File: src/rtl/mod_updown_counter.sv
// Synchronous modulo-MODULUS up/down counter with load, optional saturation and
// cascade outputs (terminal feeds the next stage's enable, wrap flags the end step).
module mod_updown_counter #(
  parameter int unsigned WIDTH    = 4,
  parameter int unsigned MODULUS  = 16,
  parameter bit          SATURATE = 1'b0
) (
  input  logic             clock,
  input  logic             clear_n,
  input  logic             sync_clear,
  input  logic             load,
  input  logic [WIDTH-1:0] load_value,
  input  logic             enable,
  input  logic             up_down,
  output logic [WIDTH-1:0] count,
  output logic             terminal,
  output logic             wrap
);

  // MODULUS-1 always fits in WIDTH bits, so the cast never truncates.
  localparam logic [WIDTH-1:0] MaxVal = WIDTH'(MODULUS - 1);

  logic [WIDTH-1:0] count_q, count_d;
  logic             wrap_q, wrap_d;
  logic             at_top, at_bottom, end_hit, step;
  logic [WIDTH-1:0] load_clamped;

  // >= also catches an out-of-range count, so an up step from there wraps or saturates.
  assign at_top       = (count_q >= MaxVal);
  assign at_bottom    = (count_q == '0);
  assign end_hit      = up_down ? at_top : at_bottom;
  assign step         = enable & ~sync_clear & ~load;
  assign terminal     = step & end_hit;
  assign load_clamped = (load_value > MaxVal) ? MaxVal : load_value;

  always_comb begin
    count_d = count_q;
    wrap_d  = 1'b0;
    if (sync_clear) begin
      count_d = '0;
    end else if (load) begin
      count_d = load_clamped;
    end else if (enable) begin
      if (end_hit) begin
        wrap_d = 1'b1;
        if (SATURATE) begin
          count_d = up_down ? MaxVal : '0;
        end else begin
          count_d = up_down ? '0 : MaxVal;
        end
      end else if (up_down) begin
        count_d = count_q + WIDTH'(1);
      end else begin
        count_d = count_q - WIDTH'(1);
      end
    end
  end

  always_ff @(posedge clock or negedge clear_n) begin
    if (!clear_n) begin
      count_q <= '0;
      wrap_q  <= 1'b0;
    end else begin
      count_q <= count_d;
      wrap_q  <= wrap_d;
    end
  end

  assign count = count_q;
  assign wrap  = wrap_q;

endmodule

File: config.mk
export PLATFORM = sky130hd
export DESIGN_NAME = mod_updown_counter
export DESIGN_NICKNAME = d
export VERILOG_FILES = /design/src/rtl/mod_updown_counter.sv
export SDC_FILE = /design/constraint.sdc
export NUM_CORES = 1
export LEC_CHECK = 0
export ABC_AREA = 1
export BUFFER_PORTS_ARGS = -buffer_cell sky130_fd_sc_hd__buf_2
export CORE_AREA = 8 8 45 47
export CTS_BUF_LIST = sky130_fd_sc_hd__clkbuf_8 sky130_fd_sc_hd__clkbuf_16
export CTS_CLUSTER_DIAMETER = 80
export CTS_CLUSTER_SIZE = 14
export DETAILED_ROUTE_END_ITERATION = 16
export DIE_AREA = 0 0 53 55
export GPL_TIMING_DRIVEN = 0
export PLACE_DENSITY = 0.59
export SETUP_SLACK_MARGIN = 0.4
export SYNTH_ARGS = -nofsm -noshare
export SYNTH_HDL_FRONTEND = slang
export SYNTH_SLANG_ARGS = --single-unit
File: constraint.sdc
create_clock -name clock -period 1.55 [get_ports clock]
set_input_delay 0.465 -clock clock [delete_from_list [all_inputs] [get_ports clock]]
set_output_delay 0.465 -clock clock [all_outputs]
set_load 0.02 [all_outputs]
# [Word-level counts from Yosys, hierarchy flattened]
# Cells that the tools add are included.
[op_classes] n_addsub=2 magnitude_cmp=2 n_reduce_logical=2 bitwise=5 mux=12
[op_table] op="$mux 4" count=7
[op_table] op="$mux 1" count=5
[op_table] op="$add 4x1->4 const B" count=1
[op_table] op="$ge 4x4->1 const B" count=1
[op_table] op="$gt 4x4->1 const B" count=1
[op_table] op="$logic_not 4->1" count=1
[op_table] op="$sub 4x1->4 const B" count=1
[op_table] op="$and 1x1->1" count=3
[op_table] op="$reduce_bool 3->1" count=1
[op_table] op="$not 1->1" count=2
[totals] reg_bits=5 elab_cells=25 inputBits=10 out_inout_bits=6

# [Longest topological paths before layout]
# Gate-level depths: netlist of the first run.
[depth] ltp_word=6 mapped_depth=11 mapped_depth_nobuf=11

# [Worst setup path after synthesis of the first run]
# No wires, ideal clock.
[synth_timing] path_type="register -> output" from="reg count_q[0], in the netlist count[0]" to="out terminal" stages_incl_launch_ff=4 slack_ns=-0.091 arrival_time_ns=1.176 t_required_ns=1.085 n_path_buf=0 path_cell_list="dfrtp_1 inv_1 nand4_4 a21oi_1"
[synth_between] elab_chain_len=3 elab_cells_between_ends=4 classes_between="order compare: 1; mux: 1; bitwise: 1; reduce/logical: 1"
[synth_lines] element="from (decl)" line_no="23" source="logic [WIDTH-1:0] count_q, count_d;"
[synth_lines] element="from (signal assigned)" line_no="64" source="count_q <= count_d;"
[synth_lines] element="$ge 4x4->1 / $logic_not 4->1 (equally long branches)" line_no="29, 30"
[synth_lines] element="$mux 1 *" line_no="31" source="assign end_hit = up_down ? at_top : at_bottom;"
[synth_lines] element="$and 1x1->1 *" line_no="33" source="assign terminal = step & end_hit;"
[synth_lines] element="to (decl)" line_no="16" source="output logic terminal,"
# Every way passes the cells marked *; elsewhere a longest branch is shown, timed or not.

# [Final worst setup path of the first run]
[layout_timing] from="reg count_q[3], in the netlist count[3]" to="out terminal"
# Same word-level chain as after synthesis.

==> results of run 1 <==
==> stage by stage <==
| step | total power (W) | instances | util |
|---|---|---|---|
| 3_3_place_gp | 0.0003635 | 87 | 0.4168 |
| 5_1_grt | 0.0007440 | 101 | 0.5597 |
| 6_report | 0.0007068 | 101 | 0.5597 |
| 3_5_place_dp | 0.0003665 | 87 | 0.4168 |
| 2_1_floorplan | 0.0003100 | 56 | - |
| 4_1_cts | 0.0006464 | 97 | 0.5181 |
==> metal layers <==
metal / track usage / up-vias / share of wire / routed length, microns
met5: 0 / - / 0 / 0
met4: 0.02586 / 0 / 0.019 / 25
met3: 0.01604 / 2 / 0.043 / 56
met2: 0.1543 / 13 / 0.54 / 696
met1: 0.09049 / 205 / 0.40 / 516
li1: - / 238 / - / -
==> state kept, by name, indices dropped and copies added, names as in the netlist <==
register,count
wrap,1
count,4
==> logic make-up after synthesis <==
group,after synthesis,synth area share
xor+xnor,2,0.04012
buf+inv,9,0.1089
flops,5,0.2865
compound gates,10,0.1232
fa+ha+maj,3,0.1031
simple gates,27,0.3381
==> layout make-up <==
| type | count | area, sq um |
|---|---|---|
| Tap cell | 16 | 20.02 |
| Inverter | 9 | 50.05 |
| Fill cell | 135 | 609.3 |
| Multi-Input combinational cell | 42 | 320.3 |
| Clock buffer | 3 | 41.29 |
| Sequential cell | 5 | 130.1 |
| Clock inverter | 1 | 3.754 |
| Timing Repair Buffer | 25 | 209.0 |
==> placed cells by master (no fill, tap or decap), types with 3 or more instances in the layout <==
master    synthesis  layout
buf_2             0       8
buf_4             0       6
buf_6             0      11
clkbuf_8          0       3
dfrtp_2           0       4
inv_2             3       6
nand2_1          14      12
nand2_2           1       3
nor2_1            4       4
o22ai_1           3       3
==> how the worst min path moves through the flow <==
stage / from / endpoint / slack, ps
finish: clear_n / count[1] / 40
global placement: clear_n / wrap / 280
detailed placement: clear_n / wrap / 280
floorplan: clear_n / count[0] / 170
CTS: clear_n / count[1] / 50
global route: clear_n / count[1] / 50
==> report_power, final <==
group	leakage (nW)	switching [W]	internal (W)	total, W
Clock	0.0269	0.0000752	0.000171	0.000246
Combinational	0.293	0.000141	0.000148	0.000290
Sequential	0.0596	0.0000247	0.000147	0.000171
==> worst register-to-register path: stages, from the launching register on <==
cell	delay (ps)
dfrtp_2	430
buf_6	140
ha_4	230
or2_4	240
nand3_2	60
nand3_2	90
nand2_2	70
nand2_1	50
nand2_1	50
nand2_1	40
==> what timing repair did <==
action / 4_1_cts / 5_1_grt
pin swaps: 1 / 1
cloned: 0 / 0
gates resized for setup: 16 / 8
setup endpoints to repair: 9 / 9
buffers inserted: 6 / 4
==> flow_metrics.env, run 1 <==
export IMPL_grt_use_total=0.08224
export IMPL_crit_fanout=4
export IMPL_required_ps=1080
export IMPL_synth_nets=69
export IMPL_die_h_microns=55
export IMPL_synth_seq_cells=5
export IMPL_status="finished with violations"
export IMPL_synth_edff_count=0
export IMPL_boundaryPins=16
export IMPL_die_area_sq_mm=0.002915
export IMPL_slew_viol_final=0
export IMPL_routed_wl_mm=1.294
export IMPL_setup_violations_final=1
export IMPL_placed_area_sq_um=576.8
export IMPL_viasPerCell=4.535
export IMPL_hpwl_microns=876.7
export IMPL_gp_congestion=0.8012
export IMPL_yosys_area_top_type_share=0.2865
export IMPL_async_reset_ff_frac=1.000
export IMPL_worstPathArrival_ps=1160
export IMPL_die_x_microns=53
export IMPL_ys_seq_area_frac=0.2865
export IMPL_cts_hold_buf=0
export IMPL_wl_per_cell_microns=12.81
export IMPL_r2r_slack_ps=40
export IMPL_syn_inst=56
export IMPL_synthToLayoutAreaGrowth_pct=77.36
export IMPL_clkTransAtPathRegs_ps=40
export IMPL_post_place_ws_ps=-170.6
export IMPL_grt_start_max_net_pins=7
export IMPL_synth_warnings=0
export IMPL_ant_nets=0
export IMPL_fin_hold_ws_ps=39.91
export IMPL_grt_pass1_vias=450
export IMPL_avgSynthCellArea_sq_um=7.798
export IMPL_post_route_period_util=1.052
export IMPL_rsz0062_at_grt="yes"
export IMPL_ys_flop_type="dfrtp_1"
export IMPL_grt_pass1_wl_mm=1.821
export IMPL_ys_top_cells_by_count="nand2_1, dfrtp_1, inv_1, a21oi_1, nor2_1"
export IMPL_via_count=458
export IMPL_clock_path_buffers=2
export IMPL_cts_root_buf="clkbuf_8"
export IMPL_drive_gt1_frac=0.6471
export IMPL_numCtsBuffers=3
export IMPL_synth_top_area_cell="dfrtp_1"
export IMPL_hold_class="input port to async pin"
export IMPL_grt_overflow=0
export IMPL_drcViolationCount=0
export IMPL_tightestPinTransition_ps=166.8
export IMPL_start_util=0.3156
export IMPL_tns_ps=-79.98
export IMPL_synth_cell_types=21
export IMPL_violations="negative setup slack"
export IMPL_cts_tree="yes"
export IMPL_skew_ps=2.998
export IMPL_hold_viol=0
export IMPL_maxCapViolations=0
export IMPL_power_density_mw_per_mm2=912.6
export IMPL_synth_area_sq_um=436.7
export IMPL_fp_row_count=14
export IMPL_num_nets_final=99
export IMPL_design_area_sq_um=774.5
export IMPL_critPathBufInv=1
export IMPL_port_buffers=15
export IMPL_synth_most_common_cell="nand2_1"
export IMPL_antenna_found_initial=0
export IMPL_crit_chain="nor2_4, nand4_4, a21oi_4, buf_6"
export IMPL_period_minus_slack_ps=1630
export IMPL_peakVddDrop_v=0.0006483
export IMPL_critPathKind="flip-flop to output port"
export IMPL_clkLatencyLatePin_ps=230
export IMPL_cts_num_sinks=5
export IMPL_crit_family="flip-flops"
export IMPL_fin_ws_ps=-79.98
export IMPL_first_iter_violations=2
export IMPL_end_kind="output port"
export IMPL_coreArea_sq_mm=0.001384
export IMPL_first_pass_iters=4
export IMPL_endpoint="terminal"
export IMPL_slew_headroom=0.8888
export IMPL_antennaDiodeCount=0
export IMPL_cp_start_kind="flip-flop"
export IMPL_synth_area_top_cells="dfrtp_1, nand2_1, ha_1, nand4_4, a21oi_1"
export IMPL_clock_fmax_mhz=613.5
export IMPL_r2r_cells=9
export IMPL_p_leak_nw=0.3793
export IMPL_htree_levels=1
export IMPL_cp_depth=4
export IMPL_worst_r2r_endpoint="count[3]"
export IMPL_slowest_delay_ps=430
export IMPL_cp_startpoint="count[3]"
export IMPL_slowest_stage="dfrtp_2"
export IMPL_r2r_start="count[2]"
(Power assumes the default switching activity.)
==> inputs of run 2 (changes only) <==
==> constraint.sdc (replaced) <==
create_clock -name clock -period 1.55 [get_ports clock]
set_input_delay 0.465 -clock clock [delete_from_list [all_inputs] [get_ports clock]]
set_output_delay 0.465 -clock clock [all_outputs]
set_load 0.05 [all_outputs]
==> flow_metrics.env, run 2 (same netlist as run 1, synthesis figures left out) <==
export IMPL_cts_tree="yes"
export IMPL_grt_use_total=0.08224
export IMPL_tightestPinTransition_ps=165.0
export IMPL_slew_viol_final=0
export IMPL_status="finished with violations"
export IMPL_boundaryPins=16
export IMPL_hold_viol=0
export IMPL_numCtsBuffers=3
export IMPL_post_route_period_util=1.112
export IMPL_power_density_mw_per_mm2=936.5
export IMPL_crit_family="flip-flops"
export IMPL_critPathBufInv=1
export IMPL_ant_nets=0
export IMPL_routed_wl_mm=1.220
export IMPL_start_util=0.3156
export IMPL_period_minus_slack_ps=1723
export IMPL_first_pass_iters=4
export IMPL_die_area_sq_mm=0.002915
export IMPL_grt_pass1_vias=445
export IMPL_first_iter_violations=4
export IMPL_tns_ps=-172.9
export IMPL_coreArea_sq_mm=0.001384
export IMPL_fillers=117
export IMPL_via_count=458
export IMPL_clock_fmax_mhz=580.4
export IMPL_fp_row_count=14
export IMPL_peakVddDrop_v=0.0005185
export IMPL_hold_class="input port to async pin"
export IMPL_rsz0062_at_grt="yes"
export IMPL_grt_start_max_net_pins=7
export IMPL_die_x_microns=53
export IMPL_p_leak_nw=0.3806
export IMPL_grt_pass1_wl_mm=1.835
export IMPL_die_h_microns=55
export IMPL_violations="negative setup slack"
export IMPL_hpwl_microns=869.1
export IMPL_antennaDiodeCount=0
export IMPL_slowest_stage="dfrtp_2"
export IMPL_slowest_delay_ps=440
export IMPL_cp_depth=4
export IMPL_end_kind="output port"
export IMPL_final_cell_mix="nand2_1, buf_2, buf_4, buf_6, inv_2"
export IMPL_drcViolationCount=0
export IMPL_r2r_start="count[1]"
export IMPL_viasPerCell=4.535
export IMPL_cts_root_buf="clkbuf_8"
export IMPL_clkLatencyLatePin_ps=220
export IMPL_skew_ps=0.2076
export IMPL_critPathKind="flip-flop to output port"
export IMPL_gp_congestion=0.7637
export IMPL_crit_chain="nor2_4, nand4_4, a21oi_4, buf_6"
export IMPL_clkTransAtPathRegs_ps=40
export IMPL_fin_ws_ps=-172.9
export IMPL_htree_levels=1
export IMPL_clock_path_buffers=2
export IMPL_r2r_cells=6
export IMPL_port_buffers=15
export IMPL_drive_gt1_frac=0.6118
export IMPL_utilization=0.5606
export IMPL_num_nets_final=99
export IMPL_setup_violations_final=1
export IMPL_largest_reg_flops=4
export IMPL_cts_num_sinks=5
export IMPL_cp_start_kind="flip-flop"
export IMPL_cp_startpoint="count[3]"
export IMPL_maxCapViolations=0
export IMPL_required_ps=1080
export IMPL_wl_per_cell_microns=12.08
export IMPL_antenna_found_initial=0
export IMPL_synthToLayoutAreaGrowth_pct=77.65
export IMPL_grt_overflow=0
export IMPL_crit_fanout=4
export IMPL_mostFrequentLayoutCell="nand2_1"
export IMPL_worstPathArrival_ps=1260
export IMPL_fin_hold_ws_ps=49.82
export IMPL_slew_headroom=0.8900
## run 2: timing repair
action / CTS / global route
endpoints found under the setup margin: 9 / 10
pin swaps: 7 / 9
buffers inserted: 6 / 4
gates resized for setup: 22 / 6
hold buffers: 0 / 0
## run 2: final timing paths
kind	endpoint	slack (ps)
max in group asynchronous	count[0]	1360
hold / removal	wrap	50
min in group clock	count[0]	560
setup reg to reg	count[1]	30
setup / recovery	terminal	-170
hold reg to reg	count[3]	570
## run 2: metrics by stage
| step | cell area (sq um) | total power [W] | setup slack [ps] | cells |
|---|---|---|---|---|
| after floorplan | 474.2 | 0.0003357 | -116.7 | 56 |
| after detailed placement | 569.3 | 0.0003929 | -252.1 | 87 |
| after global placement | 569.3 | 0.0003891 | -265.7 | 87 |
| after CTS | 724.4 | 0.0006956 | -138.7 | 97 |
| final | 775.7 | 0.0007265 | -172.9 | 101 |
| after global routing | 775.7 | 0.0007682 | -223.5 | 101 |
## run 2: layer usage
layer | global-route usage | up-vias | wire length (microns)
li1 | - | 239 | -
met1 | 0.09356 | 201 | 497
met2 | 0.1523 | 14 | 645
met3 | 0.01337 | 4 | 53
met4 | 0.02586 | 0 | 23
met5 | 0 | - | 0
## run 2: area by class of cell
cell class | count | area, sq um | area share
inverters | 9 | 50.05 | 0.06452
clock buffers | 3 | 41.29 | 0.05323
flip-flops and latches | 5 | 130.1 | 0.1677
clock inverters | 1 | 3.754 | 0.004839
repair buffers | 25 | 216.5 | 0.2790
multi-input cells | 42 | 314.1 | 0.4048
well taps | 16 | 20.02 | 0.02581
## run 2: where the power goes
part / switching (W) / internal, W
clock network: 0.0000668 / 0.000170
registers: 0.0000252 / 0.000147
logic: 0.000166 / 0.000152
